[config.mk]
export PLATFORM = sky130hd
export DESIGN_NAME = vga_pixel_fetch
export DESIGN_NICKNAME = d
export VERILOG_FILES = /design/src/rtl/vga_pkg.sv /design/src/rtl/vga_sync_delay.sv /design/src/rtl/vga_pixel_fetch.sv
export SDC_FILE = /design/constraint.sdc
export NUM_CORES = 1
export LEC_CHECK = 0
export ABC_AREA = 1
export BUFFER_PORTS_ARGS = -buffer_cell sky130_fd_sc_hd__buf_4
export CORE_ASPECT_RATIO = 0.75
export CORE_MARGIN = 2
export CORE_UTILIZATION = 55
export DETAILED_ROUTE_END_ITERATION = 8
export PLACE_DENSITY_LB_ADDON = 0.15
export SYNTH_ARGS = -nofsm -noshare
export SYNTH_HDL_FRONTEND = slang
export SYNTH_HIERARCHICAL = 1
export SYNTH_SLANG_ARGS = --single-unit
[constraint.sdc]
create_clock -name clk -period 3.7 [get_ports clk]
set_input_delay 0.37 -clock clk [delete_from_list [all_inputs] [get_ports clk]]
set_output_delay 0.37 -clock clk [all_outputs]
set_load 0.03 [all_outputs]
[src/rtl/vga_pkg.sv]
// Shared VGA constants and helpers.
// Holds the 640x480@60 timing constants used by both the timing controller and the
// pixel fetch path, the framebuffer geometry derived from them, the packed control
// bundle that travels alongside the pixel pipeline, and the RGB332 -> 4:4:4 expansion.
package vga_pkg;

    // 640x480 timing, shared with the timing controller
    localparam int H_ACTIVE    = 640;
    localparam int H_FRONT     = 16;
    localparam int H_SYNC      = 96;
    localparam int H_BACK      = 48;
    localparam int H_TOTAL     = H_ACTIVE + H_FRONT + H_SYNC + H_BACK;
    localparam int V_ACTIVE    = 480;
    localparam int V_FRONT     = 10;
    localparam int V_SYNC      = 2;
    localparam int V_BACK      = 33;
    localparam int V_TOTAL     = V_ACTIVE + V_FRONT + V_SYNC + V_BACK;

    // Framebuffer geometry at the default 2x downscale
    localparam int SCALE_SHIFT = 1;
    localparam int LINE_W      = H_ACTIVE >> SCALE_SHIFT;
    localparam int FRAME_W     = LINE_W * (V_ACTIVE >> SCALE_SHIFT);

    // Display-enable plus syncs, carried through the latency-matching delay line
    typedef struct packed {
        logic de;
        logic hsync;
        logic vsync;
    } vga_ctl_t;

    // Blanked, syncs inactive (active-low syncs idle high)
    localparam vga_ctl_t CTL_IDLE = '{de: 1'b0, hsync: 1'b1, vsync: 1'b1};

    // RGB332 {R[2:0],G[2:0],B[1:0]} to 4:4:4 by bit replication so full scale maps to 4'hF
    function automatic logic [11:0] rgb332_to_444(input logic [7:0] d);
        return {d[7:5], d[7], d[4:2], d[4], d[1:0], d[1:0]};
    endfunction

endpackage

[src/rtl/vga_sync_delay.sv]
// Fixed-depth shift register for the pixel control bundle.
// Ports:
//   clk, reset - pixel clock, synchronous active-high reset (all stages to RST_VAL)
//   din        - W-bit bundle entering the pipeline
//   tap        - bundle after DEPTH-1 stages (one clock ahead of dout)
//   dout       - bundle after DEPTH stages
// DEPTH must be at least 2 so the tap exists.
module vga_sync_delay #(
    parameter int             W       = 3,
    parameter int             DEPTH   = 3,
    parameter logic [W-1:0]   RST_VAL = 3'b011
) (
    input  logic         clk,
    input  logic         reset,
    input  logic [W-1:0] din,
    output logic [W-1:0] tap,
    output logic [W-1:0] dout
);

    logic [W-1:0] stage [DEPTH];

    always_ff @(posedge clk) begin
        if (reset) begin
            for (int i = 0; i < DEPTH; i++) stage[i] <= RST_VAL;
        end else begin
            stage[0] <= din;
            for (int i = 1; i < DEPTH; i++) stage[i] <= stage[i-1];
        end
    end

    // The tap feeds the colour register so colour lands in the same cycle as dout
    assign tap  = stage[DEPTH-2];
    assign dout = stage[DEPTH-1];

endmodule

[src/rtl/vga_pixel_fetch.sv]
// Pixel fetch from a 2x-downscaled, double-buffered RGB332 framebuffer.
// Sits after the VGA timing controller: turns pixel_x/pixel_y into RAM read addresses,
// expands the returned RGB332 to 4:4:4, and delays the syncs so colour and sync align.
// Buffer swaps requested during a frame take effect only at the next frame start.
// Ports:
//   clk, reset            - pixel clock, synchronous active-high reset
//   pixel_x, pixel_y      - current position from the timing controller
//   video_on              - active-area flag from the controller
//   hsync_in, vsync_in    - controller syncs (active low)
//   swap_req              - one-cycle request to show the other buffer from next frame
//   fb_rd_en, fb_rd_addr  - framebuffer RAM read port
//   fb_rd_data            - RAM data, RGB332, valid RD_LATENCY clocks after the address
//   red, green, blue      - 4-bit colour, zero when blanked
//   hsync_out, vsync_out  - syncs delayed by LAT = RD_LATENCY + 2 clocks
//   disp_buf              - buffer currently being scanned out
//   swap_ack              - one-cycle pulse when a swap takes effect
module vga_pixel_fetch
    import vga_pkg::*;
#(
    parameter int H_ACTIVE    = vga_pkg::H_ACTIVE,
    parameter int V_ACTIVE    = vga_pkg::V_ACTIVE,
    parameter int SCALE_SHIFT = vga_pkg::SCALE_SHIFT,
    parameter int FB_ADDR_W   = 18,
    parameter int RD_LATENCY  = 1
) (
    input  logic                 clk,
    input  logic                 reset,
    input  logic [9:0]           pixel_x,
    input  logic [9:0]           pixel_y,
    input  logic                 video_on,
    input  logic                 hsync_in,
    input  logic                 vsync_in,
    input  logic                 swap_req,
    output logic                 fb_rd_en,
    output logic [FB_ADDR_W-1:0] fb_rd_addr,
    input  logic [7:0]           fb_rd_data,
    output logic [3:0]           red,
    output logic [3:0]           green,
    output logic [3:0]           blue,
    output logic                 hsync_out,
    output logic                 vsync_out,
    output logic                 disp_buf,
    output logic                 swap_ack
);

    localparam int LAT       = RD_LATENCY + 2;
    localparam int LINE_PIX  = H_ACTIVE >> SCALE_SHIFT;
    localparam int FRAME_PIX = LINE_PIX * (V_ACTIVE >> SCALE_SHIFT);
    localparam int REP_W     = (SCALE_SHIFT > 0) ? SCALE_SHIFT : 1;
    localparam logic [REP_W-1:0] REP_LAST = REP_W'((1 << SCALE_SHIFT) - 1);

    logic                 synced;
    logic                 swap_pend;
    logic [REP_W-1:0]     row_rep;
    logic [FB_ADDR_W-1:0] line_base;

    logic                 in_range;
    logic                 frame_start;
    logic                 line_end;
    logic                 swap_now;
    logic                 disp_buf_next;
    logic                 fetch;
    logic [FB_ADDR_W-1:0] base_now;

    always_comb begin
        in_range      = (pixel_x < 10'(H_ACTIVE)) && (pixel_y < 10'(V_ACTIVE));
        frame_start   = (pixel_x == 10'd0) && (pixel_y == 10'd0);
        line_end      = video_on && in_range && (pixel_x == 10'(H_ACTIVE - 1));
        swap_now      = swap_pend | swap_req;
        disp_buf_next = disp_buf ^ swap_now;
        // At frame start the row base is reloaded this very cycle, so pixel (0,0)
        // must already use the base of the buffer being switched to.
        if (frame_start)
            base_now = disp_buf_next ? FB_ADDR_W'(FRAME_PIX) : '0;
        else
            base_now = line_base;
        // Fetch only once a frame start has been seen, so a mid-frame reset stays blank
        fetch = video_on && in_range && (synced || frame_start);
    end

    // Frame/row tracking and buffer swap
    always_ff @(posedge clk) begin
        if (reset) begin
            synced    <= 1'b0;
            swap_pend <= 1'b0;
            disp_buf  <= 1'b0;
            swap_ack  <= 1'b0;
            row_rep   <= '0;
            line_base <= '0;
        end else begin
            swap_ack <= 1'b0;
            if (frame_start) begin
                synced    <= 1'b1;
                disp_buf  <= disp_buf_next;
                swap_ack  <= swap_now;
                swap_pend <= 1'b0;
                row_rep   <= '0;
                line_base <= base_now;
            end else begin
                if (swap_req) swap_pend <= 1'b1;
                // Each framebuffer row is shown 2**SCALE_SHIFT times before advancing
                if (line_end) begin
                    if (row_rep == REP_LAST) begin
                        row_rep   <= '0;
                        line_base <= line_base + FB_ADDR_W'(LINE_PIX);
                    end else begin
                        row_rep <= row_rep + 1'b1;
                    end
                end
            end
        end
    end

    // ---- stage p0: RAM address ----
    always_ff @(posedge clk) begin
        if (reset) begin
            fb_rd_en   <= 1'b0;
            fb_rd_addr <= '0;
        end else begin
            fb_rd_en <= fetch;
            if (fetch) fb_rd_addr <= base_now + FB_ADDR_W'(pixel_x >> SCALE_SHIFT);
        end
    end

    // ---- stages p0..p(LAT-1): control bundle delay ----
    vga_ctl_t   ctl_in;
    logic [2:0] ctl_tap;
    logic [2:0] ctl_out;
    logic       vld_rgb;
    logic [1:0] unused_tap_sync;
    logic       unused_out_de;

    assign ctl_in = '{de: fetch, hsync: hsync_in, vsync: vsync_in};

    vga_sync_delay #(
        .W       (3),
        .DEPTH   (LAT),
        .RST_VAL (CTL_IDLE)
    ) u_sync_delay (
        .clk   (clk),
        .reset (reset),
        .din   (ctl_in),
        .tap   (ctl_tap),
        .dout  (ctl_out)
    );

    assign {vld_rgb, unused_tap_sync}           = ctl_tap;
    assign {unused_out_de, hsync_out, vsync_out} = ctl_out;

    // ---- stage p(LAT-1): colour register, aligned with delayed syncs ----
    always_ff @(posedge clk) begin
        if (reset)
            {red, green, blue} <= '0;
        else if (vld_rgb)
            {red, green, blue} <= rgb332_to_444(fb_rd_data);
        else
            {red, green, blue} <= '0;
    end

endmodule

* Yosys cells after proc, flatten, opt, wreduce, memory -nomap -nowiden
Memory sizes are Yosys's and may differ from the RTL's. Cells that the tools add are included.
Word-level totals: flip-flop bits (word level) 54, latch bits 0, bits in writable memories 9, memory bits (read-only) 0, input port bits 34, output and inout port bits 35, logic and storage cells 51, memories 1
Memory list:
- u_sync_delay.stage | depth 3, width 3, read ports 3, clocked after memory_dff 0, write ports 3, line vga_sync_delay.sv:20 | logic [W-1:0] stage [DEPTH];
Cells by class: add/sub/neg operators 3, multipliers 0, div/mod/pow operators 0, $lt $le $gt $ge 2, equality and inequality tests 1, shift operators 0, muxes and demuxes 12, bitwise gates (word level) 7, reduce and logical (&&, ||, !) cells 14
Operator list (number):
- $mux 18 | 4
- $logic_not 10->1 | 2
- $add 18x9->18 | 1
- $add 18x9->18 const B | 1
- $mux 17 | 1
- $eq 10x10->1 const B | 1
- $lt 10x10->1 const B | 1
- $lt 10x9->1 const B | 1
- $mux 3 | 3
- $reduce_or 2->1 | 3
- $logic_and 1x1->1 | 5
- $mux 1 | 4
- $or 1x1->1 | 4
- $reduce_bool 2->1 | 2
- $not 1->1 | 2
- $reduce_and 2->1 | 1
- $add 1x1->1 const B | 1
- $logic_or 1x1->1 | 1
- $xor 1x1->1 | 1

* Depth between registers and ports, before layout
Gate-level depths: netlist (run 1).
depth after elaboration 6, gate-level depth with buffers 23, depth with buffers taken out 21

* Hierarchy
The synthesis (run 1) kept the hierarchy.
By module, submodules not included:
- vga_pixel_fetch | times used 1, cells each 460, area an instance 3035.4 µm², sequential area each 1001.0 µm²
- vga_sync_delay | times used 1, cells each 34, area an instance 299.0 µm², sequential area each 180.2 µm²

* Worst setup path before layout (run 1)
Ideal clock, no wire load.
path type input -> register, start point in pixel_y[8], end point reg fb_rd_addr[10], setup time 0.109 ns, data arrival time 2.468 ns, required time 3.591 ns, slack 1.123 ns, stages 22, path buffers 3, path through or2_4 -> nor2_4 -> nand3_4 -> buf_8 -> buf_6 -> buf_2 -> nand2_1 -> inv_1 -> ha_1 -> ha_1 -> inv_1 -> nand2_1 -> nand4_1 -> nand2_2 -> nand2_2 -> nand2_2 -> nand2_1 -> nand2_1 -> nand2_1 -> nand3_1 -> nand2_1 -> inv_1
Between the ends: cells in the longest elaborated chain, start to end 4, elaborated cells between the ends (all ways) 9, those cells by class add/sub: 1; order compare: 1; mux: 1; reduce/logical: 6
RTL lines:
- start: declaration | line vga_pixel_fetch.sv:29 | input logic [9:0] pixel_y,
- $logic_not 10->1 or $lt 10x9->1 (tied branches) | line vga_pixel_fetch.sv:67, vga_pixel_fetch.sv:66
- $logic_and 1x1->1 (on tied branches) | line vga_pixel_fetch.sv:67, vga_pixel_fetch.sv:66
- $mux 18, or another cell as far along | line vga_pixel_fetch.sv:73 | if (frame_start)
- $add 18x9->18 or $logic_and 1x1->1 (tied branches) | line vga_pixel_fetch.sv:121, vga_pixel_fetch.sv:78
- end signal: assignment | line vga_pixel_fetch.sv:121 | if (fetch) fb_rd_addr <= base_now + FB_ADDR_W'(pixel_x >> SCALE_SHIFT);
- end: declaration | line vga_pixel_fetch.sv:35 | output logic [FB_ADDR_W-1:0] fb_rd_addr,
Parallel ways exist; a longest one is shown, timed or not. A chain may end at the register's enable or synchronous reset.

* Worst setup path in the final report (run 1)
start point in pixel_y[6], end point reg fb_rd_addr[15]
Same word-level chain as after synthesis.

==> metrics.cfg, run 1 <==
[worst_setup_path]
worstPathCellList=buf_4 > nor2_1 > nand2_1 > nor2_1 > nand3_4 > nand2_1 > inv_1 > ha_1 > nand2_1 > nor2_1 > inv_1 > nor2_1 > nand2_1 > nand3_1 > nand3_1 > nand3_2 > a21oi_2
start_kind=input port
critPathMaxStageDelay_ns=0.42
path_max_fanout=34
worstPathRequired_ns=3.92
rrSetupSlack_ns=1.84
timing.critical_path.arrival_ns=2.84
crit_path_top_delay_cell=nand3_4
crit_type=input port to flop
cp-end-kind=flop

[placement]
dp_hpwl_um=5660
placed_area_sq_um=3780
io_buffers=68
gp_congestion=0.934

[drt]
post_drt_wl_per_cell_um=11.5
drc_errors=0
drt-vias-per-instance=4.85
vias=3082
firstDrtPassIters=4
dr.first_iter.drc_count=123
routed_wl_um=7300
postRouteAntennaNets=0

[cts]
clkSinkCount=58
cts_resized=0
clk_latency_ns=0.34
htree_levels=3
cts_setup_buffers=0
cts_tree=built
cts_max_path_buffers=2
clkTransAtPathRegs_ns=0.06
cts_hold_buf=0
cts-buffers-inserted=9
cts-root-buf=clkbuf_8

[die]
io_pins=69
die_area_sq_um=6610
core_area_sq_um=5800
start_util_pct=56.7
rows=24
fp.dieW_um=93.2
die_h_um=70.9

[run]
maxCapViolCount=0

[sta]
setup-tns-final_ns=0
min_period_ns=2.62
hold_viol_final=0
worst_pin_slew_ns=0.505
skew_ns=0.00542
rsz0062_at_grt=false
max_freq_ghz=0.382
period_share_pct=70.8
slew_viol_final=0
holdWs_ns=0.212
finalSetupViolations=0
slew_headroom_pct=66.2

[finish]
final_net_count=593
area_growth_syn_to_layout_pct=22.2
fillerInstances=505
design_area_sq_um=4010
diodes=0
drive_above_1_share_pct=22.6

[global_routing]
overflow=0
grtUsageTotal_pct=23.3
antenna_found_initial=0
grt_pass1_wl_um=12200
grt_max_degree=35
grt_pass1_vias=2736

[synth]
synth_area_per_cell_sq_um=6.73
synth_nets=529
synthCells=488
yosysWarnings=6
syn_area_sq_um=3280

[power_and_ir_drop]
p_leak_nw=1.99
vdd_drop_max_mv=0.321
power_density_nw_per_um2=342

[worst_hold_path]
hold_path_class=input port to flop

[outcome]
status=finished, final reports clean

==> through the flow <==
step	util [%]	instances	worst slack (ns)	power, mW
after CTS	69.3	635	1.09	1.39
after detailed placement	65.3	619	0.749	0.723
final	69.3	635	1.08	1.37
after global routing	69.3	635	0.681	1.42
after floorplan	-	488	1.12	0.682
after global placement	65.3	619	0.854	0.722
==> power by group <==
part	internal (mW)	total, mW	switching, mW	leakage (nW)
clock	0.416	0.661	0.245	0.117
sequential	0.628	0.629	0.000909	0.468
combinational	0.0358	0.0813	0.0455	1.41
==> cell usage in the layout (no fill, tap or decap), types with 11 or more instances in the layout <==
cell	count
nand2_1	89
clkbuf_8	11
nand2_2	12
nand3_1	22
buf_4	69
a21oi_1	17
inv_1	84
o21ai_0	16
dfxtp_1	58
nor2_1	90
==> metal layers <==
metal  vias up  GRT usage [%]  part of all wire [%]
met2        80           35.6                    42
met4         0           6.37                   1.2
met5         -              0                     0
met3        12           6.18                   5.6
li1       1646              -                     -
met1      1344           32.7                    51
==> flip-flops by register name (all words and copies together) (netlist names) <==
signal and cells:
swap_ack 1, red 3, line_base 18, row_rep 1, u_sync_delay/stage 8, blue 2, fb_rd_addr 18, disp_buf 1
fb_rd_en 1, swap_pend 1, synced 1, green 3
==> final timing paths <==
check	from	cells past startpoint	end
worst max-delay path	pixel_y[6]	17	fb_rd_addr[15]
worst min-delay path	vsync_in	3	u_sync_delay/stage[0][0]
worst max register to register	line_base[6]	13	line_base[16]
worst min register to register	u_sync_delay/stage[0][2]	2	u_sync_delay/stage[0][5]
==> area by class of cell <==
| class | instances | area [sq um] | area share (%) |
|---|---|---|---|
| sequential | 58 | 1160 | 28.9 |
| multi-input combinational | 321 | 1660 | 41.3 |
| inverter | 93 | 352 | 8.76 |
| clock inverter | 4 | 73.8 | 1.84 |
| timing repair buffer | 69 | 518 | 12.9 |
| clock buffer | 12 | 155 | 3.87 |
| tap | 78 | 97.6 | 2.43 |
==> critical path: cells and delay by family <==
family / cells / cell delay, ns
simple gates: 12 / 1.79
fa+ha+maj: 1 / 0.36
buf+inv: 3 / 0.27
compound gates: 1 / 0.05
(Power assumes the default switching activity.)
==> inputs of run 2 (changes only) <==
CORE_UTILIZATION = 50   (was 55)
clock period = 2.4 ns   (was 3.7 ns; I/O delays follow)
==> metrics.cfg, run 2 (synthesized netlist as in run 1, its figures left out) <==
[worst_setup_path]
cp_num_buf_inv=4
worstPathCellList=buf_4 > or2_4 > nor2_4 > nand3_4 > nand2_1 > inv_1 > ha_1 > nand2_1 > nor2_1 > inv_1 > nor2_1 > nand2_1 > nand3_1 > a21oi_1 > o21ai_1 > nand2_1 > inv_1
crit_path_top_delay_cell=ha_1
timing.critical_path.arrival_ns=2.35
worstPathRequired_ns=2.69
start_kind=input port
crit_type=input port to flop
cp_common_cell=nand2_1
cp-end-kind=flop
path_delay_family=simple AND/OR/NAND/NOR gates
path_max_fanout=11
critPathMaxStageDelay_ns=0.33

[cts]
cts_tree=built
clkTransAtPathRegs_ns=0.07
cts_setup_buffers=0
clkSinkCount=58
cts_max_path_buffers=2
clk_latency_ns=0.34
cts-buffers-inserted=9
cts-root-buf=clkbuf_8
cts_hold_buf=0
htree_levels=3
cts_resized=0

[die]
rows=25
die_h_um=74.2
die_area_sq_um=7240
io_pins=69
start_util_pct=52.0
fp.dieW_um=97.6
core_area_sq_um=6320

[sta]
rsz0062_at_grt=false
period_share_pct=86.0
max_freq_ghz=0.485
slew_viol_final=0
hold_viol_final=0
finalSetupViolations=0
setup-tns-final_ns=0
min_period_ns=2.06
slew_headroom_pct=70.5
finalWorstSetupSlack_ns=0.337
worst_pin_slew_ns=0.439
skew_ns=0.00722

[power_and_ir_drop]
p_clk_share_pct=50.7
power_density_nw_per_um2=544
pwr-share-seq_pct=43.5
vdd_drop_max_mv=0.316
netSwitchingFraction_pct=22.6
power.switching_uw=502
p_int_mw=1.72
pwr-share-comb_pct=5.8
p_leak_nw=2.01

[drt]
dr.first_iter.drc_count=159
drt-vias-per-instance=4.84
post_drt_wl_per_cell_um=11.6
routed_wl_um=7480
firstDrtPassIters=5
vias=3112
postRouteAntennaNets=0
drc_errors=0

[placement]
dp_hpwl_um=5890
io_buffers=68
gp_congestion=0.900
preCtsSetupSlack_ns=0.00175

[finish]
layout_common_cells=nor2_1, nand2_1, inv_1
drive_above_1_share_pct=24.0
diodes=0
final_net_count=598
fillerInstances=601
final-seq-area_sq_um=1160
reg_top3=fb_rd_addr (18), line_base (18), u_sync_delay/stage (8)
multi_input_area_sq_um=1670
area_growth_syn_to_layout_pct=24.6

[global_routing]
grt_max_degree=31
antenna_found_initial=0
overflow=0
grtUsageTotal_pct=22.0
grt_pass1_vias=2825
grt_pass1_wl_um=12900

[outcome]
status=finished, final reports clean

[worst_hold_path]
hold_path_class=input port to flop

[run]
maxCapViolCount=0

run 2: cell types whose count changed in the layout (fill, tap and decap cells not counted), moves of 2 or more:
cell	change
inv_6	+2
buf_4	+5
ha_1	-2
clkbuf_8	-2
run 2: worst min-delay path, delay by kind of cell:
family | cells | cell delay (ns)
buffers and inverters | 2 | 0.10
AND/OR/NAND/NOR | 1 | 0.04
run 2: through the flow:
stage | total power [mW] | hold WS [ns] | cells | cell area [sq um] | utilization, %
6_report | 2.22 | 0.0762 | 643 | 4090 | 64.8
5_1_grt | 2.30 | 0.0694 | 643 | 4090 | 64.8
3_5_place_dp | 1.12 | 0.395 | 627 | 3840 | 60.8
2_1_floorplan | 1.05 | 0.311 | 488 | 3310 | -
4_1_cts | 2.24 | 0.0667 | 643 | 4090 | 64.8
3_3_place_gp | 1.12 | 0.390 | 627 | 3840 | 60.8
run 2: power by group through the flow:
stage / registers [mW] / clock network, mW / logic, mW
6_report: 0.968 / 1.13 / 0.129
3_5_place_dp: 0.990 / 0 / 0.128
4_1_cts: 0.968 / 1.15 / 0.129
5_1_grt: 0.968 / 1.19 / 0.143
3_3_place_gp: 0.990 / 0 / 0.127
2_1_floorplan: 0.990 / 0 / 0.0612
run 2: cell type report:
cell class	instances	area share, %
clock buffers	9	3.03
clock inverters	7	3.03
inverters	93	8.59
multi-input cells	321	40.9
flip-flops and latches	58	28.4
well taps	81	2.48
repair buffers	74	13.6
run 2: worst paths after layout:
check / start / to / slack, ns / depth (start not counted)
worst max register to register: line_base[6] / line_base[16] / 0.51 / 13
worst max-delay path: pixel_y[8] / fb_rd_addr[11] / 0.34 / 17
worst min register to register: u_sync_delay/stage[0][2] / u_sync_delay/stage[0][5] / 0.40 / 2
worst min-delay path: vsync_in / u_sync_delay/stage[0][0] / 0.08 / 3
run 2: layer usage:
| metal | vias to the layer above | GRT usage [%] | part of all wire (%) |
|---|---|---|---|
| met5 | - | 0 | 0 |
| met2 | 90 | 34.4 | 41 |
| met3 | 11 | 5.45 | 6.8 |
| li1 | 1646 | - | - |
| met1 | 1365 | 30.9 | 51 |
| met4 | 0 | 6.02 | 1.2 |
==> inputs of run 3 (changes only) <==
CORE_MARGIN = 3   (was 2)
==> metrics.cfg, run 3 (synthesized netlist as in run 1, its figures left out) <==
[finish]
multi_input_area_sq_um=1670
layout.cells.non_filler=642
diodes=0
area_growth_syn_to_layout_pct=23.5
final_net_count=600
final_common_cell=nor2_1
reg_top3=fb_rd_addr (18), line_base (18), u_sync_delay/stage (8)
final-seq-area_sq_um=1160
layout_common_cells=nor2_1, nand2_1, inv_1
drive_above_1_share_pct=24.1
fillerInstances=550

[die]
rows=24
die_h_um=76.2
start_util_pct=54.1
fp.dieW_um=99.6
io_pins=69
core_area_sq_um=6070
die_area_sq_um=7590

[sta]
period_share_pct=86.4
worst_pin_slew_ns=0.582
min_period_ns=2.07
skew_ns=0.0111
rsz0062_at_grt=false
hold_viol_final=0
max_freq_ghz=0.482
finalSetupViolations=0
slew_headroom_pct=60.9
holdWs_ns=0.0793
slew_viol_final=0

[cts]
cts-root-buf=clkbuf_8
cts-buffers-inserted=9
htree_levels=3
clkSinkCount=58
cts_max_path_buffers=2
cts_setup_buffers=0
cts_tree=built
cts_resized=0
clk_latency_ns=0.34
cts_hold_buf=0
clkTransAtPathRegs_ns=0.06

[worst_setup_path]
cp-end-kind=flop
crit_path_top_delay_cell=ha_1
rrSetupSlack_ns=0.55
reg2reg_to=line_base[16]
worstPathCellList=buf_4 > nor2_1 > nand2_1 > nor2_1 > nand3_4 > nand2_1 > inv_1 > ha_1 > a21oi_1 > o21ai_0 > nand2_1 > nand3_2 > nand2_1 > nand2_1 > o21ai_1 > inv_1
timing.critical_path.arrival_ns=2.30
crit_type=input port to flop
cp_common_cell=nand2_1
start_kind=input port
path_max_fanout=9
worstRegToRegCells=13
worstPathRequired_ns=2.63
r2r-start=line_base[6]
critPathMaxStageDelay_ns=0.32

[global_routing]
overflow=0
grt_max_degree=31
grt_pass1_vias=2783
grt_pass1_wl_um=13100
antenna_found_initial=0
grtUsageTotal_pct=21.5

[power_and_ir_drop]
power_density_nw_per_um2=500
p_int_mw=1.56
netSwitchingFraction_pct=23.2
pwr-share-seq_pct=47.8
pwr-share-comb_pct=6.6
p_clk_share_pct=45.6
power.switching_uw=471
p_leak_nw=2.01
vdd_drop_max_mv=0.326

[placement]
dp.cells=626
io_buffers=68
gp_congestion=0.928
dp_hpwl_um=6150

[drt]
drt-vias-per-instance=4.86
firstDrtPassIters=6
drc_errors=0
postRouteAntennaNets=0
routed_wl_um=7900
post_drt_wl_per_cell_um=12.3
vias=3122
dr.first_iter.drc_count=173

[outcome]
status=finished, final reports clean

[worst_hold_path]
hold_path_class=input port to flop
hold_path_depth=3
holdPathEnd=u_sync_delay/stage[0][1]
min-delay-start=hsync_in

[run]
maxCapViolCount=0

==> run 3: layer usage <==
layer | global-route usage (%) | vias to the layer above | share of wire [%]
met5 | 0 | - | 0
met4 | 7.09 | 0 | 0.91
met3 | 5.12 | 7 | 7.6
li1 | - | 1649 | -
met2 | 30.2 | 105 | 41
met1 | 31.8 | 1361 | 50
==> run 3: how the worst max path moves through the flow <==
stage / startpoint / endpoint / slack, ns
final: pixel_y[5] / fb_rd_addr[12] / 0.33
after floorplan: pixel_y[8] / fb_rd_addr[10] / 0.003
after detailed placement: pixel_y[5] / fb_rd_addr[16] / -0.002
after CTS: pixel_y[5] / fb_rd_addr[12] / 0.37
after global placement: pixel_y[8] / fb_rd_addr[16] / 0.06
after global routing: pixel_y[5] / fb_rd_addr[16] / 0.13
==> run 3: through the flow <==
stage	instance area (sq um)	util (%)	setup TNS, ns	total power, mW	worst slack [ns]
after detailed placement	3850	63.5	-0.00222	1.12	-0.00222
after global routing	4060	66.9	0	2.11	0.127
final	4060	66.9	0	2.03	0.327
after global placement	3850	63.5	0	1.12	0.0605
after CTS	4060	66.9	0	2.04	0.371
after floorplan	3310	-	0	1.05	0.00323
==> run 3: area by class of cell <==
class                           instances  area share [%]
Timing Repair Buffer                   76            14.1
Clock inverter                          5            1.30
Multi-Input combinational cell        321            41.2
Inverter                               93            8.67
Sequential cell                        58            28.6
Clock buffer                           11            3.73
Tap cell                               78            2.41
==> run 3: power by group through the flow <==
stage | clock network, mW | logic [mW] | registers (mW)
5_1_grt | 0.993 | 0.149 | 0.968
4_1_cts | 0.942 | 0.134 | 0.969
3_3_place_gp | 0 | 0.130 | 0.990
6_report | 0.925 | 0.134 | 0.969
3_5_place_dp | 0 | 0.132 | 0.990
2_1_floorplan | 0 | 0.0612 | 0.990
==> run 3: worst max-delay path, delay by kind of cell <==
family | cells | cell delay [ns]
buf+inv | 3 | 0.21
compound gates | 3 | 0.58
simple gates | 9 | 0.95
fa+ha+maj | 1 | 0.32
